<file path="src/rtl/clip_distortion_pkg.sv">
// Shared mode constants, FSM state encoding and saturation-limit helpers for the clip distortion effect.
package clip_distortion_pkg;

    localparam logic [1:0] MODE_BYPASS = 2'd0;
    localparam logic [1:0] MODE_HARD   = 2'd1;
    localparam logic [1:0] MODE_SOFT   = 2'd2;

    typedef enum logic [1:0] {
        IDLE   = 2'd0,
        PROC   = 2'd1,
        OUTPUT = 2'd2
    } state_t;

    function automatic logic signed [63:0] sat_max(input int w);
        return (64'sd1 <<< (w - 1)) - 64'sd1;
    endfunction

    function automatic logic signed [63:0] sat_min(input int w);
        return -(64'sd1 <<< (w - 1));
    endfunction

endpackage

</file>
<file path="src/rtl/clip_distortion_effect_core.sv">
// clip_channel_core: combinational pre-gain, saturation and bypass/hard/soft clip of one signed sample.
module clip_channel_core
    import clip_distortion_pkg::*;
#(
    parameter int DATA_WIDTH = 16,
    parameter int GAIN_WIDTH = 8,
    parameter int GAIN_FRAC  = 4,
    parameter int KNEE_SHIFT = 2
) (
    input  logic [DATA_WIDTH-1:0] i_x,
    input  logic [GAIN_WIDTH-1:0] i_gain,
    input  logic [DATA_WIDTH-1:0] i_teff,
    input  logic [1:0]            i_mode,
    output logic [DATA_WIDTH-1:0] o_y,
    output logic                  o_clipped
);

    localparam int PW = DATA_WIDTH + GAIN_WIDTH + 1;
    localparam int SW = DATA_WIDTH + 2;
    localparam logic signed [PW-1:0] P_MAX = PW'(sat_max(DATA_WIDTH));
    localparam logic signed [PW-1:0] P_MIN = PW'(sat_min(DATA_WIDTH));
    localparam logic signed [SW-1:0] S_MAX = SW'(sat_max(DATA_WIDTH));
    localparam logic signed [SW-1:0] S_MIN = SW'(sat_min(DATA_WIDTH));

    logic signed [PW-1:0]         w_xe, w_ge, w_prod, w_shift;
    logic signed [DATA_WIDTH-1:0] w_g, w_t, w_tn, w_hard, w_soft;
    logic signed [SW-1:0]         w_gx, w_tx, w_abs, w_mag, w_soft_x;

    // Gain is unsigned, so it gets a zero sign bit before the signed multiply.
    assign w_xe    = {{(GAIN_WIDTH+1){i_x[DATA_WIDTH-1]}}, i_x};
    assign w_ge    = {{DATA_WIDTH{1'b0}}, 1'b0, i_gain};
    assign w_prod  = w_xe * w_ge;
    assign w_shift = w_prod >>> GAIN_FRAC;

    always_comb begin
        if (w_shift > P_MAX)
            w_g = P_MAX[DATA_WIDTH-1:0];
        else if (w_shift < P_MIN)
            w_g = P_MIN[DATA_WIDTH-1:0];
        else
            w_g = w_shift[DATA_WIDTH-1:0];
    end

    assign w_t    = i_teff;
    assign w_tn   = -w_t;
    assign w_hard = (w_g > w_t) ? w_t : ((w_g < w_tn) ? w_tn : w_g);

    // Extra headroom keeps |most-negative| exact.
    assign w_gx     = {{2{w_g[DATA_WIDTH-1]}}, w_g};
    assign w_tx     = {2'b00, w_t};
    assign w_abs    = w_gx[SW-1] ? -w_gx : w_gx;
    assign w_mag    = w_tx + ((w_abs - w_tx) >>> KNEE_SHIFT);
    assign w_soft_x = w_gx[SW-1] ? -w_mag : w_mag;

    always_comb begin
        if (w_abs <= w_tx)
            w_soft = w_g;
        else if (w_soft_x > S_MAX)
            w_soft = S_MAX[DATA_WIDTH-1:0];
        else if (w_soft_x < S_MIN)
            w_soft = S_MIN[DATA_WIDTH-1:0];
        else
            w_soft = w_soft_x[DATA_WIDTH-1:0];
    end

    always_comb begin
        o_y       = w_g;
        o_clipped = 1'b0;
        case (i_mode)
            MODE_HARD: begin
                o_y       = w_hard;
                o_clipped = (w_hard != w_g);
            end
            MODE_SOFT: begin
                o_y       = w_soft;
                o_clipped = (w_soft != w_g);
            end
            default: o_y = w_g;
        endcase
    end

endmodule

</file>
<file path="src/rtl/clip_distortion_effect.sv">
// Multi-channel clip distortion: capture a frame, clip one channel per cycle, hold until read done.
// Define CLIP_STATS_EN to add o_clip_count / o_clip_flag clip statistics.
module clip_distortion_effect
    import clip_distortion_pkg::*;
#(
    parameter int DATA_WIDTH = 16,
    parameter int CHANNELS   = 2,
    parameter int GAIN_WIDTH = 8,
    parameter int GAIN_FRAC  = 4,
    parameter int KNEE_SHIFT = 2
) (
    input  logic                           clk,
    input  logic                           reset,
    input  logic [CHANNELS*DATA_WIDTH-1:0] i_data,
    input  logic [DATA_WIDTH-1:0]          i_treshhold,
    input  logic [GAIN_WIDTH-1:0]          i_gain,
    input  logic [1:0]                     i_mode,
    input  logic                           i_data_ready,
    output logic                           o_read_enable,
    output logic [CHANNELS*DATA_WIDTH-1:0] o_data,
    output logic                           o_data_valid,
    input  logic                           i_read_done
`ifdef CLIP_STATS_EN
   ,output logic [31:0]                    o_clip_count,
    output logic                           o_clip_flag
`endif
);

    localparam int CW = (CHANNELS > 1) ? $clog2(CHANNELS) : 1;

    state_t                         r_state, w_next;
    logic [CW-1:0]                  r_cnt;
    logic [CHANNELS*DATA_WIDTH-1:0] r_data, r_out;
    logic [DATA_WIDTH-1:0]          r_thr;
    logic [GAIN_WIDTH-1:0]          r_gain;
    logic [1:0]                     r_mode;
    logic                           r_valid, r_rd_en;
    logic                           w_last, w_clipped;
    logic [DATA_WIDTH-1:0]          w_teff, w_x, w_y;

    assign w_last = (r_cnt == CW'(CHANNELS - 1));
    assign w_teff = r_thr[DATA_WIDTH-1] ? '0 : r_thr;
    assign w_x    = r_data[r_cnt*DATA_WIDTH +: DATA_WIDTH];

    clip_channel_core #(
        .DATA_WIDTH (DATA_WIDTH),
        .GAIN_WIDTH (GAIN_WIDTH),
        .GAIN_FRAC  (GAIN_FRAC),
        .KNEE_SHIFT (KNEE_SHIFT)
    ) u_core (
        .i_x       (w_x),
        .i_gain    (r_gain),
        .i_teff    (w_teff),
        .i_mode    (r_mode),
        .o_y       (w_y),
        .o_clipped (w_clipped)
    );

    always_ff @(posedge clk or posedge reset) begin
        if (reset)
            r_state <= IDLE;
        else
            r_state <= w_next;
    end

    always_comb begin
        w_next = r_state;
        case (r_state)
            IDLE:    if (i_data_ready) w_next = PROC;
            PROC:    if (w_last) w_next = OUTPUT;
            // Release only once the frame has actually been presented.
            OUTPUT:  if (r_valid && i_read_done) w_next = IDLE;
            default: w_next = IDLE;
        endcase
    end

    always_ff @(posedge clk or posedge reset) begin
        if (reset) begin
            r_cnt   <= '0;
            r_data  <= '0;
            r_out   <= '0;
            r_thr   <= '0;
            r_gain  <= '0;
            r_mode  <= '0;
            r_valid <= 1'b0;
            r_rd_en <= 1'b0;
        end else begin
            case (r_state)
                IDLE: begin
                    if (i_data_ready) begin
                        r_data  <= i_data;
                        r_thr   <= i_treshhold;
                        r_gain  <= i_gain;
                        r_mode  <= i_mode;
                        r_cnt   <= '0;
                        r_rd_en <= 1'b0;
                    end else begin
                        r_rd_en <= 1'b1;
                    end
                end
                PROC: begin
                    r_out[r_cnt*DATA_WIDTH +: DATA_WIDTH] <= w_y;
                    r_cnt <= w_last ? '0 : r_cnt + 1'b1;
                end
                OUTPUT: begin
                    if (r_valid && i_read_done) begin
                        r_valid <= 1'b0;
                        r_rd_en <= 1'b1;
                    end else begin
                        r_valid <= 1'b1;
                    end
                end
                default: ;
            endcase
        end
    end

    assign o_data        = r_out;
    assign o_data_valid  = r_valid;
    assign o_read_enable = r_rd_en;

`ifdef CLIP_STATS_EN
    logic [31:0] r_clip_count;
    logic        r_clip_any;

    always_ff @(posedge clk or posedge reset) begin
        if (reset) begin
            r_clip_count <= '0;
            r_clip_any   <= 1'b0;
        end else if (r_state == IDLE && i_data_ready) begin
            r_clip_any <= 1'b0;
        end else if (r_state == PROC && w_clipped) begin
            r_clip_any <= 1'b1;
            if (r_clip_count != '1)
                r_clip_count <= r_clip_count + 32'd1;
        end
    end

    assign o_clip_count = r_clip_count;
    assign o_clip_flag  = (r_state == OUTPUT) && r_clip_any;
`else
    logic w_unused;
    assign w_unused = w_clipped;
`endif

endmodule

</file>
<file path="config.mk">
export PLATFORM = sky130hd
export DESIGN_NAME = clip_distortion_effect
export DESIGN_NICKNAME = d
export VERILOG_FILES = /design/src/rtl/clip_distortion_pkg.sv /design/src/rtl/clip_distortion_effect_core.sv /design/src/rtl/clip_distortion_effect.sv
export SDC_FILE = /design/constraint.sdc
export NUM_CORES = 1
export LEC_CHECK = 0
export CORE_UTILIZATION = 55
export CTS_CLUSTER_SIZE = 8
export DETAILED_ROUTE_END_ITERATION = 7
export GPL_TIMING_DRIVEN = 0
export PLACE_DENSITY = 0.8
export SYNTH_ARGS = -nofsm -noshare
export SYNTH_HDL_FRONTEND = slang
export SYNTH_SLANG_ARGS = --single-unit
</file>
<file path="constraint.sdc">
create_clock -name clk -period 29.6 [get_ports clk]
set_clock_uncertainty 0.15 [all_clocks]
set_input_delay 8.88 -clock clk [delete_from_list [all_inputs] [get_ports clk]]
set_output_delay 8.88 -clock clk [all_outputs]
set_load 0.02 [all_outputs]
</file>
==> results of run 1 <==
==> sequential cells by signal, summed over array words and instances, names as in the netlist <==
| name | count |
|---|---|
| o_data | 32 |
| r_data | 32 |
| r_cnt | 1 |
| r_state | 2 |
| r_gain | 8 |
| r_mode | 2 |
| o_read_enable | 1 |
| o_data_valid | 1 |
| r_thr | 16 |
==> metrics by stage <==
step | utilization, % | instances | cell area (sq um) | setup slack (ns) | hold slack [ns]
2_1_floorplan | - | 1605 | 13500 | 17.83 | 0.325
6_report | 63.9 | 2036 | 15200 | 14.98 | 0.334
5_1_grt | 63.9 | 2036 | 15200 | 14.29 | 0.363
3_3_place_gp | 62.5 | 2019 | 14900 | 15.63 | 0.311
4_1_cts | 63.9 | 2036 | 15200 | 15.32 | 0.337
3_5_place_dp | 62.7 | 2020 | 14900 | 15.37 | 0.321
==> critical path, delay by kind of cell (launching register included) <==
| family | cells | cell delay (ns) |
|---|---|---|
| adder cells (fa/ha/maj) | 8 | 3.29 |
| XOR/XNOR | 3 | 0.51 |
| flip-flops | 1 | 0.35 |
| buffers and inverters | 9 | 2.10 |
| AO/OA/AOI/OAI | 16 | 3.55 |
| multiplexers | 1 | 0.82 |
| AND/OR/NAND/NOR | 14 | 3.68 |
==> cell type report <==
class                      instances  area (sq um)  area share (%)
buffer                            62           272            1.79
sequential                        95          2380            15.7
inverter                         195           734            4.84
clock inverter                     6          67.6           0.445
timing repair buffer              96           978            6.45
clock buffer                      10           229            1.51
tap                              319           399            2.63
multi-input combinational       1253         10100            66.7
==> logic make-up (layout without fill, tap and decap cells) <==
| family | count (synthesis) | after routing | synth area share (%) |
|---|---|---|---|
| adder cells (fa/ha/maj) | 215 | 215 | 25.7 |
| AND/OR/NAND/NOR | 527 | 527 | 19.8 |
| buffers and inverters | 257 | 369 | 7.43 |
| XOR/XNOR | 55 | 55 | 3.57 |
| AO/OA/AOI/OAI | 370 | 370 | 18.9 |
| multiplexers | 86 | 86 | 7.06 |
| flip-flops | 95 | 95 | 17.6 |
==> cell usage in the layout (no fill, tap or decap), drive strengths merged, types with 8 or more instances in the layout <==
cell	n
mux2	74
nor3	32
clkdlybuf4s50	95
clkbuf	55
nor4	9
ha	112
o31ai	21
xnor2	42
fa	103
dfrtp	95
o21ai	86
a21o	23
a221oi	9
nor2	102
buf	18
nand3	23
mux2i	12
nor2b	29
nand2b	20
nor3b	8
nand2	168
inv	196
xor2	13
o21a	21
a31oi	9
o211ai	17
a22o	8
a211oi	16
a21oi	83
and2	68
nand4	21
a22oi	8
or2	8
==> per-layer routing <==
metal / routed length, um / global-route usage (%)
met2: 17900 / 53.3
met3: 3250 / 5.66
met1: 18500 / 47.8
met4: 809 / 8.20
met5: 0 / 0
==> final timing paths <==
check	slack, ns	endpoint	depth (start not counted)
max in group asynchronous	19.87	o_data[25]	3
hold / removal	0.33	o_data[24]	2
setup / recovery	14.98	o_data[1]	51
setup reg to reg	14.98	o_data[1]	51
hold reg to reg	0.33	o_data[24]	2
min in group asynchronous	8.80	r_thr[14]	2
==> impl_metrics.tcl, run 1 <==
set metrics [dict create \
    wire_per_inst_um 19.9 \
    clkTransAtPathRegs_ns 0.07 \
    fin_crit_ns 14.62 \
    dieHeight_um 159 \
    crit_type "reg -> reg" \
    syn-num-nets 1882 \
    port_buffers 95 \
    synth.top_cell.area_share_pct 17.6 \
    ctsHoldBuffers 0 \
    die_x_um 159 \
    status "finished clean" \
    critPathArrivalTime_ns 14.68 \
    n_antenna_cell 0 \
    worstSetupEndpointType "flip-flop" \
    worstPathRequired_ns 29.65 \
    ys_ff_latch 95 \
    postSynthCellCount 1605 \
    synth_edf_count 0 \
    wl_mm 40.5 \
    hold_start "o_data[24]" \
    netlist_top_cells_count "194 x inv_1, 168 x nand2_1, 112 x ha_1, 103 x fa_1, 102 x nor2_1" \
    synth_area_per_cell_sq_um 8.41 \
    fin_tns_setup_ns 0 \
    clockBufferDepth 2 \
    vias 12500 \
    antenna_found_initial 0 \
    clk_latency_ns 0.34 \
    finalMaxSlewViolations 0 \
    critical_path.slowest_cell "mux2i_1" \
    grt_pass1_wl_mm 65.5 \
    rsz0062_at_grt "no" \
    cts_root_buffer "clkbuf_16" \
    yosys_most_used_dff "dfrtp_1" \
    drc 0 \
    cp_common_cell "clkbuf_1" \
    cpPeakStageDelay_ns 0.82 \
    synth_top_cell_by_area "dfrtp_1" \
    cap_violations 0 \
    drt-initial-drc-count 1168 \
    cts_tree "built" \
    async_flop_share_pct 100 \
    finalWeightedCongestion 0.986 \
    fmax_mhz 68.4 \
    synth.most_common_cell "inv_1" \
    synth_area_sq_um 13500 \
    period_share_pct 49.4 \
    dp_hpwl_mm 32.9 \
    yosysWarnings 0 \
    drive_above_1_share_pct 8.04 \
    ant_nets 0 \
    io_pins 96 \
    grt_max_degree 56 \
    area_growth_syn_to_layout_pct 12.4 \
    ctsHtreeMaxLevel 3 \
    cts_sinks 95 \
    tightest_slew_ns 1.08 \
    synthTopCellsByArea "dfrtp_1 18%, fa_1 15%, ha_1 10%, mux2_2 6.2%, inv_1 5.4%" \
    fin_nets 1989 \
    die_area_sq_um 25200 \
    cp-startpoint "r_cnt" \
    grt_use_total_pct 33.7 \
    finalSetupViolCount 0 \
    grt_overflow 0 \
    rows 56 \
    hold_path_class "reg -> reg" \
    cts_setup_buffers 0 \
    cts_buffers 9 \
    maxSlewHeadroom_pct 27.5 \
    ys_types 88 \
    fillerInstances 2040 \
    startpoint_type "flip-flop" \
    seq_area_frac_synth_pct 17.6 \
    cts-resized-gates 0 \
    dr.pass1.iters 6 \
    worstPathMaxFanout 10 \
    hold_viol_final 0 \
    coreArea_sq_um 23800 \
    initial_core_util_pct 56.8 \
    r2r-start "r_cnt" \
    post_drt_via_cell_ratio 6.12 \
    grt_pass1_vias 12400 \
]
Power of run 1 is left out: the tool's default activity adds up to more than one toggle a clock period on the data nets, which glitch-free logic cannot reach.
==> run 2: changes to the inputs <==
PLACE_DENSITY = 0.83   (was 0.8)
clock period = 11.81 ns   (was 29.6 ns; I/O delays follow)
==> run 2 against run 1 <==
  * Via count is 6.9% higher
  * Global-route usage is 0.069 points higher
  * Highest routed layer unchanged
  * Cell area is 11% higher
  * Critical path depth is 6 lower
  * Worst setup slack worse by 15 ns
==> impl_metrics.tcl, run 2 (synthesis gave the netlist of run 1 again) <==
set metrics [dict create \
    grtUsageMet2_pct 54.9 \
    initial_core_util_pct 56.8 \
    cts_root_buffer "clkbuf_16" \
    area_growth_syn_to_layout_pct 24.5 \
    grt_max_degree 56 \
    fin_crit_ns 11.69 \
    fin_hold_ws_ns 0.334 \
    finalSetupViolCount 0 \
    dr.pass1.iters 5 \
    final_common_cell "inv_1" \
    ant_nets 0 \
    fillerInstances 1723 \
    hold_path_class "reg -> reg" \
    r2r_cells 45 \
    critPathArrivalTime_ns 11.76 \
    grt_util_met1_pct 47.3 \
    final_cell_mix "185 x inv_1, 161 x nand2_1, 100 x fa_1, 95 x clkdlybuf4s50_1, 94 x dfrtp_1" \
    drc 0 \
    drt-initial-drc-count 1557 \
    cts_buffers 9 \
    wl_mm 44.7 \
    antenna_found_initial 0 \
    post_drt_via_cell_ratio 6.34 \
    die_x_um 159 \
    vias 13300 \
    cap_violations 0 \
    fin_nets 2055 \
    grt_pass1_vias 12500 \
    n_antenna_cell 0 \
    dieHeight_um 159 \
    rows 56 \
    finalMaxSlewViolations 0 \
    cts_sinks 95 \
    hold_viol_final 0 \
    maxSlewHeadroom_pct 27.8 \
    top_usage_layer "met2" \
    coreArea_sq_um 23800 \
    grt_use_total_pct 33.8 \
    grt_pass1_wl_mm 65.5 \
    crit_type "reg -> reg" \
    worstPathRequired_ns 11.88 \
    period_share_pct 99.0 \
    io_pins 96 \
    grtUsageMet3_pct 3.97 \
    cts_tree "built" \
    seqCellArea_sq_um 2380 \
    worstSetupEndpointType "flip-flop" \
    cp_common_cell "fa_1" \
    tightest_slew_ns 1.07 \
    holdPathStages 2 \
    worstPathMaxFanout 7 \
    rsz0062_at_grt "yes" \
    dp_hpwl_mm 32.9 \
    die_area_sq_um 25200 \
    multi_input_area_sq_um 11000 \
    drive_above_1_share_pct 20.5 \
    status "finished clean" \
    cpPeakStageDelay_ns 0.70 \
    grt_overflow 0 \
    clk_latency_ns 0.35 \
    fin_util_pct 70.8 \
    finalWeightedCongestion 0.993 \
    wire_per_inst_um 21.3 \
    startpoint_type "flip-flop" \
    fmax_mhz 85.5 \
    ctsHtreeMaxLevel 3 \
    critical_path.slowest_cell "a211oi_1" \
    clockBufferDepth 2 \
    clkTransAtPathRegs_ns 0.07 \
    port_buffers 95 \
]
[run 2: changes by cell type in the layout (fill, tap and decap cells not counted), moves of 10 or more]
| cell | change |
|---|---|
| o21ai_0 | -10 |
| ha_1 | -19 |
| nor2_1 | -16 |
| nor2_2 | +11 |
| clkbuf_1 | -21 |
| buf_4 | +69 |
| mux2_2 | -14 |
| buf_6 | +10 |
| ha_4 | +16 |
| a21oi_1 | -17 |
| a21oi_2 | +11 |
| mux2_4 | +14 |
[run 2: layer usage]
| metal | up-vias | part of all wire (%) |
|---|---|---|
| met2 | 770 | 47 |
| met3 | 125 | 9.2 |
| li1 | 5903 | - |
| met5 | - | 0 |
| met4 | 0 | 2.9 |
| met1 | 6519 | 41 |
[run 2: final timing paths]
path                           start           end  slack, ns
min in group asynchronous      reset     r_data[2]       3.45
min reg2reg                o_data[9]     o_data[9]       0.33
min                        o_data[9]     o_data[9]       0.33
max reg2reg                    r_cnt     o_data[8]       0.12
max                            r_cnt     o_data[8]       0.12
max in group asynchronous      reset  o_data_valid       7.41
[run 2: area by class of cell]
cell class | instances | share of cell area [%]
multi-input combinational | 1253 | 65.7
sequential | 95 | 14.1
clock inverter | 6 | 0.685
tap | 319 | 2.37
timing repair buffer | 168 | 9.22
buffer | 56 | 2.15
inverter | 195 | 4.40
clock buffer | 9 | 1.34
[run 2: repair_timing]
item                                    in CTS  in global routing
gates resized for setup                     87                181
endpoints found under the setup margin      32                 32
setup buffers                               12                 58
pin swaps                                   14                 91
hold buffers                                 0                  0
gates cloned                                 0                  2
endpoints found under the hold margin        0                  0
[run 2: worst max-delay path, delay by kind of cell, from the launching register on]
family,cells,cell delay (ns)
mux,1,0.35
xor+xnor,2,0.36
compound gates,16,3.75
fa+ha+maj,8,3.23
flops,1,0.47
buf+inv,9,1.04
simple gates,9,2.15
[run 2: per-stage QoR]
stage | instances | TNS [ns] | setup slack (ns) | area (sq um)
after CTS | 2041 | 0 | 0.00147 | 15600
after detailed placement | 2020 | -67.02 | -2.33 | 14900
after floorplan | 1605 | 0 | 0.0385 | 13500
final | 2101 | 0 | 0.117 | 16800
after global routing | 2101 | -2.64 | -0.141 | 16800
after global placement | 2019 | -65.45 | -2.30 | 14900
Power of run 2 is left out for the same reason.
